$ cat config.mk
export PLATFORM = sky130hd
export DESIGN_NAME = led_seq_ctrl
export DESIGN_NICKNAME = d
export VERILOG_FILES = /design/src/rtl/led_seq_pkg.sv /design/src/rtl/led_tick_div.sv /design/src/rtl/led_seq_ctrl.sv
export SDC_FILE = /design/constraint.sdc
export NUM_CORES = 1
export LEC_CHECK = 0
export ABC_AREA = 0
export ABC_CLOCK_PERIOD_IN_PS = 3050
export CORE_MARGIN = 5
export CORE_UTILIZATION = 58
export CTS_BUF_LIST = sky130_fd_sc_hd__clkbuf_16
export DETAILED_ROUTE_END_ITERATION = 16
export PLACE_DENSITY = 0.8
export SYNTH_ARGS = -nofsm -noshare
export SYNTH_HDL_FRONTEND = slang
export SYNTH_SLANG_ARGS = --single-unit
$ cat constraint.sdc
create_clock -name mclk -period 3.05 [get_ports mclk]
set_clock_uncertainty 0.2 [all_clocks]
set_input_delay 0.61 -clock mclk [delete_from_list [all_inputs] [get_ports mclk]]
set_output_delay 0.61 -clock mclk [all_outputs]
set_load 0.01 [all_outputs]
$ cat src/rtl/led_seq_pkg.sv
// Shared types and constant pattern tables for the LED sequencer.
package led_seq_pkg;

    typedef enum logic [1:0] {
        ST_IDLE,
        ST_RUN,
        ST_PAUSE,
        ST_DONE
    } state_t;

    typedef enum logic [1:0] {
        MODE_FLASH  = 2'd0,
        MODE_FILL   = 2'd1,
        MODE_WALK   = 2'd2,
        MODE_MIRROR = 2'd3
    } mode_t;

    localparam logic [3:0] STEPS_FLASH  = 4'd4;
    localparam logic [3:0] STEPS_FILL   = 4'd9;
    localparam logic [3:0] STEPS_WALK   = 4'd8;
    localparam logic [3:0] STEPS_MIRROR = 4'd8;

    localparam logic [7:0] FLASH_TAB  [4] = '{8'hFF, 8'h00, 8'hFF, 8'h00};
    localparam logic [7:0] FILL_TAB   [9] = '{8'h00, 8'h80, 8'hC0, 8'hE0, 8'hF0,
                                              8'hF8, 8'hFC, 8'hFE, 8'hFF};
    localparam logic [7:0] WALK_TAB   [8] = '{8'h01, 8'h02, 8'h04, 8'h08,
                                              8'h10, 8'h20, 8'h40, 8'h80};
    localparam logic [7:0] MIRROR_TAB [8] = '{8'h81, 8'hC3, 8'hE7, 8'hFF,
                                              8'h18, 8'h3C, 8'h7E, 8'hFF};

    function automatic logic [3:0] last_step(input mode_t m);
        case (m)
            MODE_FLASH: return STEPS_FLASH - 4'd1;
            MODE_FILL:  return STEPS_FILL - 4'd1;
            MODE_WALK:  return STEPS_WALK - 4'd1;
            default:    return STEPS_MIRROR - 4'd1;
        endcase
    endfunction

    function automatic logic [7:0] pattern(input mode_t m, input logic [3:0] s);
        case (m)
            MODE_FLASH: return FLASH_TAB[s[1:0]];
            MODE_FILL:  return (s > 4'd8) ? 8'h00 : FILL_TAB[s];
            MODE_WALK:  return WALK_TAB[s[2:0]];
            default:    return MIRROR_TAB[s[2:0]];
        endcase
    endfunction

endpackage

$ cat src/rtl/led_tick_div.sv
// Step-rate divider: tick is high on the enabled cycle that ends each TICK_DIV-cycle period.
module led_tick_div #(
    parameter int unsigned TICK_DIV = 8388608,
    parameter int unsigned CNT_W    = 24
) (
    input  logic mclk,
    input  logic rst_n,
    input  logic en,
    output logic tick
);

    localparam logic [CNT_W-1:0] CNT_LAST = CNT_W'(TICK_DIV - 1);

    logic [CNT_W-1:0] cnt;

    assign tick = en && (cnt == CNT_LAST);

    // NOTE: registers take non-blocking (<=) so every flop samples pre-edge values.
    always_ff @(posedge mclk) begin
        if (!rst_n) begin
            cnt <= '0;
        end else if (tick) begin
            cnt <= '0;
        end else if (en) begin
            cnt <= cnt + CNT_W'(1);
        end
    end

endmodule

$ cat src/rtl/led_seq_ctrl.sv
// LED pattern sequencer: plays the table chosen by mode, one step per TICK_DIV mclk cycles.
// Define LED_SEQ_LOOP_EN to repeat the pattern forever instead of ending with a done pulse.
module led_seq_ctrl
    import led_seq_pkg::*;
#(
    parameter int unsigned TICK_DIV = 8388608,
    parameter int unsigned CNT_W    = 24
) (
    input  logic       mclk,
    input  logic       rst_n,
    input  logic       start,
    input  logic       stop,
    input  logic       pause,
    input  logic [1:0] mode,
    output logic [7:0] led,
    output logic       busy,
    output logic       done,
    output logic [3:0] step
);

    state_t     state, state_nxt;
    mode_t      mode_q, mode_nxt;
    logic [7:0] led_nxt;
    logic [3:0] step_nxt;
    logic       tick;
    logic       cnt_en;
    logic       div_rst_n;

    // Stop and pause outrank the tick, so the counter only advances on an uncontested RUN cycle.
    assign cnt_en    = (state == ST_RUN) && !stop && !pause;
    assign div_rst_n = rst_n && (state_nxt != ST_IDLE);

    led_tick_div #(
        .TICK_DIV(TICK_DIV),
        .CNT_W   (CNT_W)
    ) u_tick_div (
        .mclk (mclk),
        .rst_n(div_rst_n),
        .en   (cnt_en),
        .tick (tick)
    );

    always_ff @(posedge mclk) begin
        if (!rst_n) begin
            state  <= ST_IDLE;
            mode_q <= MODE_FLASH;
            led    <= 8'h00;
            step   <= 4'd0;
            busy   <= 1'b0;
            done   <= 1'b0;
        end else begin
            state  <= state_nxt;
            mode_q <= mode_nxt;
            led    <= led_nxt;
            step   <= step_nxt;
            busy   <= (state_nxt == ST_RUN) || (state_nxt == ST_PAUSE);
            done   <= (state_nxt == ST_DONE);
        end
    end

    // NOTE: every signal gets a default before the case so no path leaves it unassigned (no latch).
    always_comb begin
        state_nxt = state;
        mode_nxt  = mode_q;
        led_nxt   = led;
        step_nxt  = step;

        case (state)
            ST_IDLE: begin
                led_nxt  = 8'h00;
                step_nxt = 4'd0;
                if (start && !stop) begin
                    state_nxt = ST_RUN;
                    mode_nxt  = mode_t'(mode);
                    led_nxt   = pattern(mode_t'(mode), 4'd0);
                end
            end
            ST_RUN: begin
                if (stop) begin
                    state_nxt = ST_IDLE;
                    led_nxt   = 8'h00;
                    step_nxt  = 4'd0;
                end else if (pause) begin
                    state_nxt = ST_PAUSE;
                end else if (tick) begin
                    if (step == last_step(mode_q)) begin
`ifdef LED_SEQ_LOOP_EN
                        step_nxt = 4'd0;
                        led_nxt  = pattern(mode_q, 4'd0);
`else
                        state_nxt = ST_DONE;
`endif
                    end else begin
                        step_nxt = step + 4'd1;
                        led_nxt  = pattern(mode_q, step + 4'd1);
                    end
                end
            end
            ST_PAUSE: begin
                if (stop) begin
                    state_nxt = ST_IDLE;
                    led_nxt   = 8'h00;
                    step_nxt  = 4'd0;
                end else if (!pause) begin
                    state_nxt = ST_RUN;
                end
            end
            default: begin
                state_nxt = ST_IDLE;
                led_nxt   = 8'h00;
                step_nxt  = 4'd0;
            end
        endcase
    end

endmodule

# After elaboration in Yosys (flattened, before gate mapping)

Memories as Yosys holds them, arrays and structs flattened.
Index checks and enable logic that the tools add are counted.

Bits in registers: 42
Latch bits: 0
Memory bits (writable): 0
ROM bits: 256
Input bits: 7
Output and inout port bits: 14
Logic and storage cells: 88
Memories kept: 3

Memory list:

| memory          | depth | bits a word | read ports | clocked after Yosys merged registers in | write ports | line              | source |
|---|---|---|---|---|---|---|---|
| (no name shown) | 16    | 8           | 1          | 0                                       | 0           | led_seq_pkg.sv:43 | `MODE_FILL: return (s > 4'd8) ? 8'h00 : FILL_TAB[s];` |
| (no name shown) | 8     | 8           | 1          | 0                                       | 0           | led_seq_pkg.sv:45 | `default: return MIRROR_TAB[s[2:0]];` |
| (no name shown) | 8     | 8           | 1          | 0                                       | 0           | led_seq_pkg.sv:44 | `MODE_WALK: return WALK_TAB[s[2:0]];` |

$add $sub $neg: 2
Multiply operators: 0
Div/mod/pow operators: 0
$lt $le $gt $ge: 4
Equality and inequality tests: 15
Shift operators: 0
Muxes and demuxes: 38
Bitwise gates (word level): 4
Reduce and logical (&&, ||, !) cells: 15

Operators by type and width:

| cell                  | count |
|---|---|
| $mux 8                | 15 |
| $pmux 8 s3            | 3 |
| $mux 4                | 9 |
| $add 24x1->24 const B | 1 |
| $eq 24x23->1 const B  | 1 |
| $bmux 8 s2            | 1 |
| $pmux 4 s2            | 2 |
| $mux 2                | 7 |
| $eq 2x2->1 const B    | 5 |
| $ne 3x3->1 const B    | 3 |
| $eq 2x1->1 const B    | 4 |
| $logic_not 2->1       | 3 |
| $pmux 2 s3            | 1 |
| $ge 5x5->1 const B    | 1 |
| $logic_and 1x1->1     | 5 |
| $not 4->5             | 1 |
| $add 4x1->4 const B   | 1 |
| $eq 4x4->1            | 1 |
| $ge 4x4->1 const B    | 1 |
| $gt 4x4->1 const B    | 1 |
| $not 3->4             | 1 |
| $reduce_and 4->1      | 1 |
| $ge 3x3->1 const B    | 1 |
| $not 2->3             | 1 |
| 7 further kinds       | 8 |

# Logic depth before layout (Yosys ltp)

Gate-level depths: netlist (run 1).

Depth in word-level cells: 18
Mapped depth: 10
Depth with buffers taken out: 9

# By module

From an unflattened synthesis (run 1), not the netlist that was laid out.

Cell total of the unflattened synthesis: 298
Area, all modules: 2423.6 sq um

By module, submodules not included:

| module       | instances | cells each | area each (sq um) | sequential area each (sq um) |
|---|---|---|---|---|
| led_seq_ctrl | 1         | 168        | 1297.5            | 360.3 |
| led_tick_div | 1         | 130        | 1126.1            | 480.5 |

# Least setup slack after synthesis (run 1)

OpenSTA, ideal clock, no wires.

Kind: flip-flop to flip-flop
Start: register step[1]
End: register led[7]
Setup time: 0.117 ns
Arrival: 2.103 ns
Required time: 2.733 ns
Slack: 0.630 ns
Stages on the path, launching flop included: 10
Buffers on the path: 2
Clock period less this slack: 2.420 ns
Cells stage by stage: dfxtp_1 > ha_1 > inv_1 > ha_1 > buf_2 > clkbuf_1 > mux2i_1 > o21a_1 > o221ai_1 > a22o_1

Word-level cells in the longest chain between the ends: 12
Elaborated cells on any way between the ends: 27
Those cells by class: add/sub (1); order compare (1); eq/ne (2); mux (16); bitwise (3); reduce/logical (1); memory (3)

Ends and longest elaborated chain:

| element                                    | line               | source |
|---|---|---|
| from (decl)                                | led_seq_ctrl.sv:18 | `output logic [3:0] step` |
| from (signal assigned)                     | led_seq_ctrl.sv:55 | `step <= step_nxt;` |
| $add 4x1->4                                | led_seq_ctrl.sv:95 | `led_nxt = pattern(mode_q, step + 4'd1);` |
| $not 4->5 (implied by the code)            | led_seq_pkg.sv:43  |  |
| $mem_v2 16x8                               | n/a                |  |
| $mux 8 (implied by the code) (2 in series) | led_seq_pkg.sv:43  |  |
| $mux 8                                     | led_seq_pkg.sv:43  |  |
| $pmux 8 s3                                 | led_seq_pkg.sv:41  | `case (m)` |
| $mux 8                                     | led_seq_ctrl.sv:86 | `if (step == last_step(mode_q)) begin` |
| $mux 8                                     | led_seq_ctrl.sv:85 | `end else if (tick) begin` |
| $mux 8                                     | led_seq_ctrl.sv:83 | `end else if (pause) begin` |
| $mux 8                                     | led_seq_ctrl.sv:79 | `if (stop) begin` |
| $pmux 8 s3                                 | led_seq_ctrl.sv:68 | `case (state)` |
| to (signal assigned)                       | led_seq_ctrl.sv:54 | `led <= led_nxt;` |
| to (decl)                                  | led_seq_ctrl.sv:15 | `output logic [7:0] led,` |

Several ways; a longest one is shown, not always the timed one. The select of a mux whose other input is x is not followed.
A chain may end at the register's enable or synchronous reset.

# Worst setup path after layout (run 1)

Start: input port pause
End: register u_tick_div.cnt[9]

Word-level cells in the longest chain between the ends: 11
Elaborated cells on any way between the ends: 13
Those cells by class: mux (6); bitwise (1); reduce/logical (6)

Ends and longest elaborated chain:

| element                          | line               | source |
|---|---|---|
| from (decl)                      | led_seq_ctrl.sv:13 | `input logic pause,` |
| $logic_not 1->1                  | n/a                |  |
| $logic_and 1x1->1                | led_seq_ctrl.sv:30 | `assign cnt_en = (state == ST_RUN) && !stop && !pause;` |
| $logic_and 1x1->1                | led_tick_div.sv:16 | `assign tick = en && (cnt == CNT_LAST);` |
| $mux 2                           | led_seq_ctrl.sv:85 |  |
| $mux 2                           | led_seq_ctrl.sv:83 |  |
| $mux 2                           | led_seq_ctrl.sv:79 |  |
| $pmux 2 s3                       | led_seq_ctrl.sv:68 |  |
| $reduce_bool 2->1                | led_seq_ctrl.sv:31 | `assign div_rst_n = rst_n && (state_nxt != ST_IDLE);` |
| $logic_and 1x1->1                | led_seq_ctrl.sv:31 |  |
| $not 1->1 (no source line)       | n/a                |  |
| $reduce_or 2->1 (no source line) | n/a                |  |
| to (signal assigned)             | led_tick_div.sv:25 | `cnt <= cnt + CNT_W'(1);` |
| to (decl)                        | led_tick_div.sv:14 | `logic [CNT_W-1:0] cnt;` |

Several ways; a longest one is shown, not always the timed one.

==> run_results.csv, run 1 <==
group,metric,value,unit
global_route,via_count_of_the_first_global_routing_pass,2114,
global_route,overflow,0,
timing,setup_viol_count_final,0,
cells_and_area,syn_to_final_growth,15.7,%
route,drc_violation_count_after_routing,0,
setup_path,crit_path_cell_trace,"clkdlybuf4s50_1 -> and4bb_2 -> nand4_1 -> nor2_1 -> a21oi_1 -> o32a_1 -> ha_1 -> nand3b_2 -> buf_12 -> nor2_1",
timing,final_cycle_utilization_of_the_critical_path,86.2,%
run_status,run_status,"completed",
power,leakage_power,1.11,nW
cells_and_area,final_area,0.00302,mm²
placed_design,post_dp_cell_area,0.00288,mm²
hold_path,hp-class,"register to register",
floorplanning,floorplan.initialDensity,59.9,%
timing,final.setup.tns,0,ns
setup_path,critical_path_required,3.07,ns
cells_and_area,fillcell_total,364,
clock_network,ctsRootBufferMaster,"sky130_fd_sc_hd__clkbuf_16",
clock_network,postCtsSetupRepairBufs,0,
setup_path,critical_path.max_stage_delay,0.43,ns
floorplanning,design.portCount,21,
timing,worst_hold_check_slack,0.269,ns
yosys,synth_top_flop_cell,"sky130_fd_sc_hd__dfxtp_1",
clock_network,clock_sink_count,42,
cells_and_area,layout.cells.non_filler,387,
power,power.ir.vdd_worst,0.000372,V
yosys,synth.avg_cell_area,8.38,µm²
floorplanning,core,0.00435,mm²
power,cellPowerDensity,380,mW/mm²
placed_design,routability_driven_placement_congestion_ratio,0.914,
timing,timing.final.max_slew_violations,0,
route,detail_route.vias_per_cell,5.90,
global_route,antenna_found_initial,0,
yosys,syn-num-nets,330,
yosys,postSynthCellCount,311,
yosys,synth_warn,0,
route,route.final.wire_length,5700,µm
clock_network,max_h_tree_level,2,
yosys,synth.largest_area_cell,"sky130_fd_sc_hd__dfxtp_1",
setup_path,critical_path.startpoint_type,"input port",
floorplanning,die_area,0.00593,mm²
route,route.vias.total,2284,
global_route,grt_max_degree,25,
cells_and_area,fin_nets,353,
clock_network,max-clock-path-buffers,2,
clock_network,cts.clk_slew.worst_paths,0.06,ns
setup_path,critical-path-top-cell-by-count,"sky130_fd_sc_hd__nor2_1",
clock_network,ctsResizeCount,0,
setup_path,crit_buf_inv,2,
yosys,synth_largest_type_area_fraction,32.3,%
yosys,synth_area_leaders,"sky130_fd_sc_hd__dfxtp_1 (32%), sky130_fd_sc_hd__ha_1 (5.8%), sky130_fd_sc_hd__nor2_1 (5.3%), sky130_fd_sc_hd__xor2_1 (4.4%), sky130_fd_sc_hd__nand2_1 (4.0%)",
yosys,synth_cell_area,0.00261,mm²
placed_design,dp.cells,379,
placed_design,dp.final_hpwl,4160,µm
yosys,yosysUniqueCellTypes,54,
setup_path,cp_max_stage_cell,"sky130_fd_sc_hd__clkdlybuf4s50_1",
cells_and_area,diodes,0,
clock_network,clkLatencyLatePin,0.28,ns
timing,clock.fmax,0.381,GHz
timing,worstMarginPinSlew,0.631,ns
timing,worst_slew_margin_rel,57.6,%
placed_design,port_buffers,20,
yosys,ys_ff_latch,42,
yosys,asyncSetResetFlopFracSynth,0,%
setup_path,cp.arrival,2.65,ns
route,dr.pass1.iters,4,
clock_network,ctsHoldBuffers,0,
yosys,synth_seq_area_share,32.3,%
setup_path,worst_setup_path_end_kind,"register",
floorplanning,die-height,77.0,µm
floorplanning,die_width,77.0,µm
setup_path,path_class,"input port to register",
route,drt-initial-drc-count,168,
timing,rsz0062_at_grt,"false",
global_route,grt_first_pass_wirelength,10000,µm
timing,timing.final.hold_violations,0,
power,finalPower,1.15,mW
clock_network,cts_buffers,5,
yosys,synth-edff-count,0,
route,detail-route-antenna-nets,0,
setup_path,cp_max_fo,24,
timing,time_the_final_worst_path_needs_with_i_o_delays_and_setup,2.63,ns
floorplanning,fp-row-count,24,
job,drv.max_cap_violation_count,0,
global_route,groute.usage.overall,20.2,%
setup_path,critical-path-top-delay-family,"simple AND/OR/NAND/NOR gates",
cells_and_area,layout-drive-gt1-share,9.55,%
clock_network,cts_tree,"built",
route,detail_route.wl_per_cell,14.7,µm
-- sequential cells by signal, summed over array words and instances (netlist names) --
name            cells
done                1
u_tick_div.cnt     24
busy                1
state               2
mode_q              2
step                4
led                 8
-- placed cells by master (no fill, tap or decap), drive strengths merged, types with 2 or more instances in the layout --
master / count
a211o: 2
a21oi: 20
a22o: 5
a31oi: 2
a32o: 4
and2: 12
and3: 4
and4: 5
buf: 8
clkbuf: 5
clkdlybuf4s50: 20
clkinv: 2
dfxtp: 42
ha: 12
inv: 15
mux2i: 3
nand2: 28
nand2b: 8
nand3: 11
nand3b: 2
nand4: 11
nand4b: 2
nor2: 37
nor2b: 4
nor3: 3
nor3b: 2
nor4: 2
nor4b: 2
nor4bb: 2
o21a: 2
o21ai: 19
or3b: 2
xnor2: 11
xor2: 13
-- final cells by class --
cell class | count | area (µm²) | share of cell area, %
Clock inverter | 3 | 12.5 | 0.415
Tap cell | 52 | 65.1 | 2.16
Timing Repair Buffer | 28 | 273 | 9.04
Inverter | 14 | 52.6 | 1.74
Multi-Input combinational cell | 243 | 1650 | 54.6
Sequential cell | 42 | 841 | 27.9
Clock buffer | 5 | 125 | 4.15
-- power by group --
part	leakage [nW]	switching (mW)	internal (mW)
registers	0.339	0.00733	0.554
logic	0.699	0.0464	0.0411
clock network	0.0724	0.201	0.295
-- synth_stat cells (5+ instances only) --
cell type,instances
sky130_fd_sc_hd__a21oi_1,19
sky130_fd_sc_hd__a22o_1,5
sky130_fd_sc_hd__and2_1,12
sky130_fd_sc_hd__buf_2,5
sky130_fd_sc_hd__dfxtp_1,42
sky130_fd_sc_hd__ha_1,12
sky130_fd_sc_hd__inv_1,14
sky130_fd_sc_hd__nand2_1,28
sky130_fd_sc_hd__nand2b_1,8
sky130_fd_sc_hd__nand3_1,11
sky130_fd_sc_hd__nand4_1,10
sky130_fd_sc_hd__nor2_1,37
sky130_fd_sc_hd__o21ai_0,18
sky130_fd_sc_hd__xnor2_1,11
sky130_fd_sc_hd__xor2_1,13
-- routing by layer --
metal	wire length [µm]	vias to the layer above	share of wire (%)	track usage [%]
met1	2610	1085	46	26.3
met4	97	0	1.7	5.84
li1	-	1145	-	-
met2	2790	44	49	33.9
met3	194	10	3.4	3.98
met5	0	-	0	0
-- logic make-up after synthesis --
kind of cell    share of synthesized area (%)
compound gates                           16.7
xor+xnor                                 8.07
fa+ha+maj                                5.76
buf+inv                                  4.51
flops                                    32.3
mux                                      1.58
simple gates                             31.1
-- stage by stage --
stage | utilization, % | setup slack (ns)
global route | 69.3 | 0.254
detailed placement | 66.1 | 0.141
finish | 69.3 | 0.422
CTS | 69.3 | 0.410
floorplan | - | 0.630
global placement | 66.1 | 0.197
-- worst paths after layout --
path	cells after the start	start	end	slack, ns
min reg2reg	1	led[5]	led[5]	0.27
max	10	pause	u_tick_div.cnt[9]	0.42
min	1	led[5]	led[5]	0.27
max reg2reg	9	mode_q[0]	u_tick_div.cnt[9]	0.46
Note: power is estimated with default switching activity, not from simulation.
==> run 2: changes to the inputs <==
--- a/config.mk
+++ b/config.mk
@@ -6,7 +6,7 @@
 export NUM_CORES = 1
 export LEC_CHECK = 0
 export ABC_AREA = 0
-export ABC_CLOCK_PERIOD_IN_PS = 3050
+export ABC_CLOCK_PERIOD_IN_PS = 2900
 export CORE_MARGIN = 5
 export CORE_UTILIZATION = 58
 export CTS_BUF_LIST = sky130_fd_sc_hd__clkbuf_16
==> constraint.sdc (replaced) <==
create_clock -name mclk -period 2.9 [get_ports mclk]
set_clock_uncertainty 0.2 [all_clocks]
set_input_delay 0.58 -clock mclk [delete_from_list [all_inputs] [get_ports mclk]]
set_output_delay 0.58 -clock mclk [all_outputs]
set_load 0.01 [all_outputs]
==> run 2 against run 1 <==
  * Die area unchanged
  * Final cell count increased by 1.3%
  * First-iteration DRC count increased by 8.3%
  * Worst setup slack got worse by 0.076 ns
  * Critical endpoint is now u_tick_div.cnt[20]
  * Largest cell class unchanged
  * Largest power group is now clock
==> run_results.csv, run 2 (synthesis gave the netlist of run 1 again) <==
group,metric,value,unit
cells_and_area,largest_reg_flops,24,
clock_network,ctsRootBufferMaster,"sky130_fd_sc_hd__clkbuf_16",
power,power.ir.vdd_worst,0.000282,V
floorplanning,die_width,77.0,µm
global_route,via_count_of_the_first_global_routing_pass,2305,
power,switching_share,21.6,%
cells_and_area,layout-drive-gt1-share,11.2,%
clock_network,ctsResizeCount,0,
timing,worst_slew_margin_rel,61.6,%
floorplanning,design.portCount,21,
timing,clock.fmax,0.392,GHz
placed_design,dp.final_hpwl,4200,µm
setup_path,critical_path_required,2.92,ns
global_route,grt_first_pass_wirelength,10400,µm
clock_network,cts.clk_slew.worst_paths,0.06,ns
power,p_clk_share,47.9,%
cells_and_area,syn_to_final_growth,18.3,%
placed_design,port_buffers,20,
cells_and_area,layout_commonest_cell,"sky130_fd_sc_hd__dfxtp_1",
timing,final.setup.tns,0,ns
global_route,overflow,0,
route,detail-route-antenna-nets,0,
run_status,run_status,"completed",
setup_path,worst_setup_path_end_kind,"register",
cells_and_area,mostFrequentLayoutCells,"sky130_fd_sc_hd__dfxtp_1 (42), sky130_fd_sc_hd__nor2_1 (37), sky130_fd_sc_hd__nand2_1 (28), sky130_fd_sc_hd__clkdlybuf4s50_1 (20), sky130_fd_sc_hd__a21oi_1 (19)",
power,sequentialPowerShare,44.9,%
setup_path,cp.arrival,2.57,ns
timing,rsz0062_at_grt,"false",
cells_and_area,largest_register,"u_tick_div.cnt",
clock_network,clkLatencyLatePin,0.28,ns
floorplanning,die-height,77.0,µm
floorplanning,floorplan.initialDensity,59.9,%
clock_network,max-clock-path-buffers,2,
setup_path,path_class,"register to register",
power,switching_pwr,283,µW
cells_and_area,final_area,0.00308,mm²
global_route,groute.usage.overall,20.8,%
floorplanning,die_area,0.00593,mm²
timing,worst_hold_check_slack,0.270,ns
global_route,antenna_found_initial,0,
global_route,grt_max_degree,24,
placed_design,post_dp_cell_area,0.00292,mm²
route,dr.pass1.iters,5,
clock_network,cts_tree,"built",
floorplanning,fp-row-count,24,
power,leakage_power,1.14,nW
route,drt-initial-drc-count,182,
hold_path,hp-class,"register to register",
floorplanning,core,0.00435,mm²
route,route.vias.total,2320,
power,power_frac_comb,7.2,%
power,finalPower,1.31,mW
clock_network,ctsHoldBuffers,0,
timing,setup_viol_count_final,0,
timing,timing.final.max_slew_violations,0,
setup_path,critical_path.startpoint_type,"register",
power,power.internal,1.03,mW
cells_and_area,diodes,0,
clock_network,postCtsSetupRepairBufs,0,
cells_and_area,fin_nets,358,
timing,time_the_final_worst_path_needs_with_i_o_delays_and_setup,2.55,ns
setup_path,cp_max_fo,23,
route,drc_violation_count_after_routing,0,
cells_and_area,postLayoutCoreUtil,70.8,%
route,route.final.wire_length,5970,µm
cells_and_area,reg.largest.list,"u_tick_div.cnt x24, led x8, step x4",
power,cellPowerDensity,426,mW/mm²
timing,worstMarginPinSlew,0.570,ns
route,detail_route.vias_per_cell,5.92,
route,detail_route.wl_per_cell,15.2,µm
timing,timing.final.hold_violations,0,
clock_network,max_h_tree_level,2,
job,drv.max_cap_violation_count,0,
timing,final_cycle_utilization_of_the_critical_path,88.1,%
placed_design,routability_driven_placement_congestion_ratio,0.891,
setup_path,rrSetupSlack,0.35,ns
clock_network,clock_sink_count,42,
clock_network,cts_buffers,5,
==> run 2: power groups by stage <==
| stage | registers, mW | clock network [mW] | logic, mW |
|---|---|---|---|
| 2_1_floorplan | 0.601 | 0 | 0.0547 |
| 3_3_place_gp | 0.602 | 0 | 0.0916 |
| 3_5_place_dp | 0.602 | 0 | 0.0929 |
| 4_1_cts | 0.589 | 0.636 | 0.0938 |
| 5_1_grt | 0.590 | 0.663 | 0.104 |
| 6_report | 0.590 | 0.629 | 0.0940 |
==> run 2: final cells by class <==
| class | count | area (µm²) |
|---|---|---|
| Sequential cell | 42 | 841 |
| Clock buffer | 5 | 125 |
| Clock inverter | 3 | 41.3 |
| Multi-Input combinational cell | 243 | 1650 |
| Timing Repair Buffer | 33 | 310 |
| Inverter | 14 | 52.6 |
| Tap cell | 52 | 65.1 |
| Fill cell | 331 | 1270 |
==> run 2: worst paths after layout <==
path,from,to,cells after the start
min,led[6],led[6],1
max,mode_q[0],u_tick_div.cnt[20],9
min reg2reg,led[6],led[6],1
max reg2reg,mode_q[0],u_tick_div.cnt[20],9
==> run 2: critical path, stage by stage, from the launching register on <==
cell and delay [ns]:
sky130_fd_sc_hd__dfxtp_1 0.61, sky130_fd_sc_hd__nor4bb_1 0.50, sky130_fd_sc_hd__o21ai_4 0.15, sky130_fd_sc_hd__nand2_1 0.09, sky130_fd_sc_hd__a21oi_1 0.07, sky130_fd_sc_hd__o32a_1 0.16, sky130_fd_sc_hd__ha_1 0.17, sky130_fd_sc_hd__nand3b_2 0.24
sky130_fd_sc_hd__buf_12 0.18, sky130_fd_sc_hd__nor2_1 0.11
==> run 2: per-stage QoR <==
step,worst slack [ns],std cells
final,0.346,392
after global routing,0.141,392
after detailed placement,0.0523,384
after floorplan,0.480,311
after global placement,0.140,384
after CTS,0.350,392
==> run 2: metal layers <==
layer / track usage, % / share of wire [%] / routed length (µm)
met1: 25.3 / 43 / 2540
met2: 35.9 / 50 / 2990
met3: 4.45 / 5.4 / 325
met4: 7.73 / 1.9 / 112
met5: 0 / 0 / 0
==> run 3: changes to the inputs <==
--- a/config.mk
+++ b/config.mk
@@ -12,6 +12,7 @@
 export CTS_BUF_LIST = sky130_fd_sc_hd__clkbuf_16
 export DETAILED_ROUTE_END_ITERATION = 16
 export PLACE_DENSITY = 0.8
+export SETUP_SLACK_MARGIN = 0.3
 export SYNTH_ARGS = -nofsm -noshare
 export SYNTH_HDL_FRONTEND = slang
 export SYNTH_SLANG_ARGS = --single-unit
==> run 3 against run 2 <==
  * Fmax is 2.6% higher
  * Routed wire length is 5.8% higher
  * Worst setup slack better by 0.064 ns
  * Hold slack better by 0.0030 ns
  * Combinational power is 15% higher
  * Critical endpoint is now u_tick_div.cnt[12]
  * Clock-buffer cell count stayed put
  * Power is 0.97% higher
  * Register-to-register slack better by 0.10 ns
  * Flip-flop and latch count stayed put
==> run_results.csv, run 3 (synthesis gave the netlist of run 1 again) <==
group,metric,value,unit
cells_and_area,diodes,0,
setup_path,cp.arrival,2.51,ns
floorplanning,floorplan.initialDensity,59.9,%
timing,setup_viol_count_final,0,
timing,rsz0062_at_grt,"false",
route,route.vias.total,2370,
cells_and_area,sequential_cell_area,842,µm²
cells_and_area,postLayoutCoreUtil,73.0,%
route,detail-route-antenna-nets,0,
clock_network,cts.clk_slew.worst_paths,0.06,ns
job,drv.max_cap_violation_count,0,
global_route,grt_max_degree,24,
timing,final_cycle_utilization_of_the_critical_path,85.9,%
power,leakage_power,1.19,nW
timing,worstMarginPinSlew,0.567,ns
setup_path,worst_setup_path_end_kind,"register",
clock_network,cts_buffers,5,
clock_network,postCtsSetupRepairBufs,0,
clock_network,ctsResizeCount,0,
global_route,globalRouteMet3Util,4.45,%
route,detail_route.vias_per_cell,6.00,
cells_and_area,largest_register,"u_tick_div.cnt",
clock_network,ctsRootBufferMaster,"sky130_fd_sc_hd__clkbuf_16",
timing,final_setup_slack_of_the_worst_path,0.409,ns
placed_design,dp.final_hpwl,4200,µm
timing,worst_slew_margin_rel,61.8,%
global_route,met1_capacity_usage_during_global_routing,25.3,%
timing,final.setup.tns,0,ns
cells_and_area,fillcell_total,309,
clock_network,max-clock-path-buffers,2,
power,cellPowerDensity,417,mW/mm²
placed_design,routability_driven_placement_congestion_ratio,0.891,
placed_design,port_buffers,20,
timing,time_the_final_worst_path_needs_with_i_o_delays_and_setup,2.49,ns
setup_path,path_class,"input port to register",
global_route,via_count_of_the_first_global_routing_pass,2305,
route,drt-initial-drc-count,241,
run_status,run_status,"completed",
hold_path,hp-class,"register to register",
cells_and_area,layout_commonest_cell,"sky130_fd_sc_hd__dfxtp_1",
timing,timing.final.max_slew_violations,0,
setup_path,critical-path-top-cell-by-count,"sky130_fd_sc_hd__nor2_1",
setup_path,critical_path_required,2.92,ns
floorplanning,core,0.00435,mm²
clock_network,clkLatencyLatePin,0.28,ns
placed_design,dp.cells,384,
setup_path,critical_path.max_stage_delay,0.51,ns
route,route.final.wire_length,6320,µm
global_route,grt_most_used_layer,"met2",
placed_design,post_dp_cell_area,0.00292,mm²
setup_path,cp_max_stage_cell,"sky130_fd_sc_hd__clkdlybuf4s50_1",
timing,clock.fmax,0.402,GHz
floorplanning,die-height,77.0,µm
setup_path,cp_max_fo,6,
cells_and_area,largest_reg_flops,24,
route,dr.pass1.iters,4,
power,power.ir.vdd_worst,0.000285,V
clock_network,max_h_tree_level,2,
timing,timing.final.hold_violations,0,
cells_and_area,reg.largest.list,"u_tick_div.cnt x24, led x8, step x4",
global_route,antenna_found_initial,0,
cells_and_area,mostFrequentLayoutCells,"sky130_fd_sc_hd__dfxtp_1 (41), sky130_fd_sc_hd__nor2_1 (34), sky130_fd_sc_hd__nand2_1 (28), sky130_fd_sc_hd__clkdlybuf4s50_1 (19)",
cells_and_area,layout.cells.non_filler,395,
route,detail_route.wl_per_cell,16.0,µm
cells_and_area,fin_nets,361,
floorplanning,fp-row-count,24,
cells_and_area,footprint_of_the_multi_input_gates,0.00168,mm²
global_route,groute.usage.overall,20.8,%
global_route,overflow,0,
route,drc_violation_count_after_routing,0,
global_route,grt_first_pass_wirelength,10400,µm
placed_design,dp_worst_setup_slack,0.0523,ns
cells_and_area,final_area,0.00318,mm²
clock_network,ctsHoldBuffers,0,
cells_and_area,layout-drive-gt1-share,14.0,%
floorplanning,die_area,0.00593,mm²
cells_and_area,syn_to_final_growth,21.9,%
setup_path,crit_path_cell_trace,"clkdlybuf4s50_1 -> nor2_1 -> a211o_2 -> a21oi_1 -> inv_1 -> ha_1 -> nand3b_4 -> clkbuf_16 -> nor2_1",
global_route,m2_gr_usage,35.9,%
clock_network,cts_tree,"built",
floorplanning,die_width,77.0,µm
floorplanning,design.portCount,21,
setup_path,critical_path.startpoint_type,"input port",
clock_network,clock_sink_count,42,
## run 3: final timing paths
| kind | slack [ns] | endpoint | start | cells after the start |
|---|---|---|---|---|
| worst max-delay path | 0.41 | u_tick_div.cnt[12] | start | 9 |
| worst min-delay path | 0.27 | led[6] | led[6] | 1 |
| worst min register to register | 0.27 | led[6] | led[6] | 1 |
| worst max register to register | 0.45 | u_tick_div.cnt[12] | step[0] | 10 |
## run 3: final cells by class
cell class / instances / area share, %
Inverter: 14 / 1.65
Clock buffer: 5 / 3.94
Clock inverter: 3 / 1.30
Sequential cell: 42 / 26.5
Multi-Input combinational cell: 243 / 52.8
Tap cell: 52 / 2.05
Timing Repair Buffer: 36 / 11.8
## run 3: layer usage
metal,up-vias,wire length [µm],share of wire (%)
met5,-,0,0
li1,1155,-,-
met3,17,316,5.0
met4,0,150,2.4
met2,80,3250,51
met1,1118,2610,41
## run 3: report_power, final
part	switching [mW]	total [mW]	internal [mW]	leakage [nW]
clock	0.225	0.628	0.403	0.0812
combinational	0.0540	0.108	0.0536	0.767
sequential	0.00781	0.590	0.582	0.339
total	0.287	1.33	1.04	1.19
## run 3: critical path: cells and delay by family
kind / cells / cell delay [ns]
and+or+nand+nor: 3 / 0.39
buffers and inverters: 3 / 0.80
AOI/OAI and AO/OA: 2 / 0.55
adders and majority gates: 1 / 0.20
## run 3: per-stage QoR
stage,power (mW),hold slack [ns]
after floorplan,0.656,0.272
after global placement,0.694,0.250
after detailed placement,0.695,0.255
after CTS,1.32,0.273
after global routing,1.37,0.306
final,1.33,0.273
==> RTL change, RTL diff (config.mk and constraints of run 2) <==
`CNT_W` is set to 24 in 2 places; all go to 20.
--- a/src/rtl/led_tick_div.sv
+++ b/src/rtl/led_tick_div.sv
@@ -1,7 +1,7 @@
 // Step-rate divider: tick is high on the enabled cycle that ends each TICK_DIV-cycle period.
 module led_tick_div #(
     parameter int unsigned TICK_DIV = 8388608,
-    parameter int unsigned CNT_W    = 24
+    parameter int unsigned CNT_W    = 20
 ) (
     input  logic mclk,
     input  logic rst_n,
--- a/src/rtl/led_seq_ctrl.sv
+++ b/src/rtl/led_seq_ctrl.sv
@@ -4,7 +4,7 @@
     import led_seq_pkg::*;
 #(
     parameter int unsigned TICK_DIV = 8388608,
-    parameter int unsigned CNT_W    = 24
+    parameter int unsigned CNT_W    = 20
 ) (
     input  logic       mclk,
     input  logic       rst_n,
Function: same outputs for any inputs over 10 cycles, from zero or initial values and one cycle with rst_n low; that may be too few to reach the edited logic, so the function may still have changed.
==> RTL change against run 2 <==
- the run now ends with setup timing left
- synthesized area fell by 13%
- global-route usage rose by 3.5 points
- utilization rose by 6.9 points
- final cell count fell by 3.8%
- setup slack got worse by 510 ps
- total power fell by 6.3%
- clock power fell by 4.1%
- cell area fell by 6.3%
- sequential cell count fell by 4
- wire length rose by 3.6%
- critical endpoint is now u_tick_div.cnt[11]$_SDFFE_PP0P_
- largest cell class unchanged
- largest power group unchanged
==> RTL change: results (changes against run 2) <==
outcome: finished with violations
Critical Path Fanout Max: 5 (-78%)
failing checks: setup timing
Comb power frac: 0.076 (+0.004)
final net count: 347 (-3.1%)
metal3 WL: 518 microns (+59%)
largest cells by area after synthesis: dfxtp_1 (34%), ha_1 (6.6%), nor2_1 (6.3%)
Hold Path Depth: 2 (+1)
Metal-1 WL: 2680 microns (+5.5%)
Max Used Layer: met4
R2R cell count: 8 (-1)
CTS Root Cell: clkbuf_16
Hold Crit Class: flip-flop to flip-flop
Worst Hold End: led[7]$_SDFFE_PN0P_
via density per instance: 5.886 (-0.55%)
sequential power share: 0.434 (-0.015)
leakage power: 0.001049 uW (-8.2%)
Setup TNS: -2720 ps (-2720 ps)
sw frac: 0.2117 (-0.004189)
max-capacitance violation count: 0 (unchanged)
global-route wire length before repair: 10150 microns (-2.4%)
Yosys cell types: 46 (-15%)
antenna violations before repair: 0 (unchanged)
VDD IR max: 0.0003065 V (+8.9%)
worst skew pair latency: 280 ps (about the same)
drt total wl: 6190 microns (+3.6%)
RR Startpoint: state[0]$_SDFF_PN0_
htree depth: 2 (unchanged)
Iteration-0 DRC Markers: 293 (+61%)
largest net degree at the start of global routing: 22 (-8.3%)
Post-Syn Nets: 304 (-7.9%)
Hold Crit Start: led[7]$_SDFFE_PN0P_
CP Capture Point: u_tick_div.cnt[11]$_SDFFE_PP0P_
Post-CTS Resized: 9 (+9)
Regs by FF count: u_tick_div.cnt x20, led x8, step x4
CP startpoint: stop
CTS buffer count: 5 (unchanged)
Post-CTS Setup Inserts: 2 (+2)
Initial DRT Pass Iterations: 4 (-1)
met2 WL post-DR: 2928 microns (-2.2%)
Clock Pin Slew Worst Setup and Hold Paths: 50 ps
R2R setup slack: -100 ps (-450 ps)
Final setup viols: 20 (+20)
Ant. Diodes: 0 (unchanged)
worst slew pin tran: 442.2 ps (-128.2 ps)
total track usage: 0.2432 (+0.03470)
WP data arrival: 3080 ps (+510 ps)
fraction of layout instances using a drive strength above 1: 0.1854 (+0.07365)
sequential share of the synthesized area: 0.3368 (+0.01423)
Worst Setup Slack, final: -164.4 ps (-510.3 ps)
Final HPWL DP: 3999 microns (-4.8%)
synth warn: 0 (unchanged)
top post-synthesis cells by count: dfxtp_1 (38), nor2_1 (38), nand2_1 (23)
number of global-route vias before repair: 2105 (-8.7%)
port bufs: 20 (unchanged)
Final Power: 1230 uW (-6.3%)
routability cong.: 0.8926 (+0.15%)
[RTL change: cell count changes in the layout (fill, tap and decap cells not counted), sizes merged, moves of 4 or more]
cell,change
a22o,-5
nand2,-5
a21boi,+6
buf,+16
nand2b,-6
and2,-7
a32o,-4
and4,-4
dfxtp,-4
[RTL change: cell families after synthesis]
group,Yosys count,share of synthesized area
flip-flops,38,0.3368
AO/OA/AOI/OAI,60,0.1562
multiplexers,3,0.01385
buffers and inverters,27,0.05651
AND/OR/NAND/NOR,124,0.2886
XOR/XNOR,21,0.08144
adder cells (fa/ha/maj),12,0.06648
[RTL change: critical path, stage by stage]
cell and delay [ps]:
buf_6 90, or3b_4 400, or4_4 520, or4_4 450, nor2_4 140, a22oi_2 90, ha_2 230, or3b_4 440
nor2_1 130
[RTL change: layer usage]
layer | up-vias | track usage
met4 | 0 | 0.06762
li1 | 1086 | -
met1 | 1025 | 0.3421
met2 | 100 | 0.3893
met3 | 8 | 0.03324
met5 | - | 0
[RTL change: cell type report]
cell class              instances  area, sq um
clock buffers                   5        125.1
clock inverters                 3        37.54
fillers                       274        827.0
inverters                      12        45.04
multi-input cells             223         1450
flip-flops and latches         38        760.7
well taps                      48        60.06
repair buffers                 48        410.4
[RTL change: stage by stage]
| step | instance area [sq um] | hold WS [ps] | std cells | setup WS, ps | util |
|---|---|---|---|---|---|
| after floorplan | 2277 | 287.6 | 285 | -278.1 | - |
| after global placement | 2643 | 253.8 | 363 | -714.5 | 0.7111 |
| after detailed placement | 2643 | 265.3 | 363 | -844.2 | 0.7111 |
| after CTS | 2845 | 277.2 | 375 | -194.6 | 0.7657 |
| after global routing | 2889 | 288.6 | 377 | -199.3 | 0.7774 |
| final | 2889 | 270.4 | 377 | -164.4 | 0.7774 |
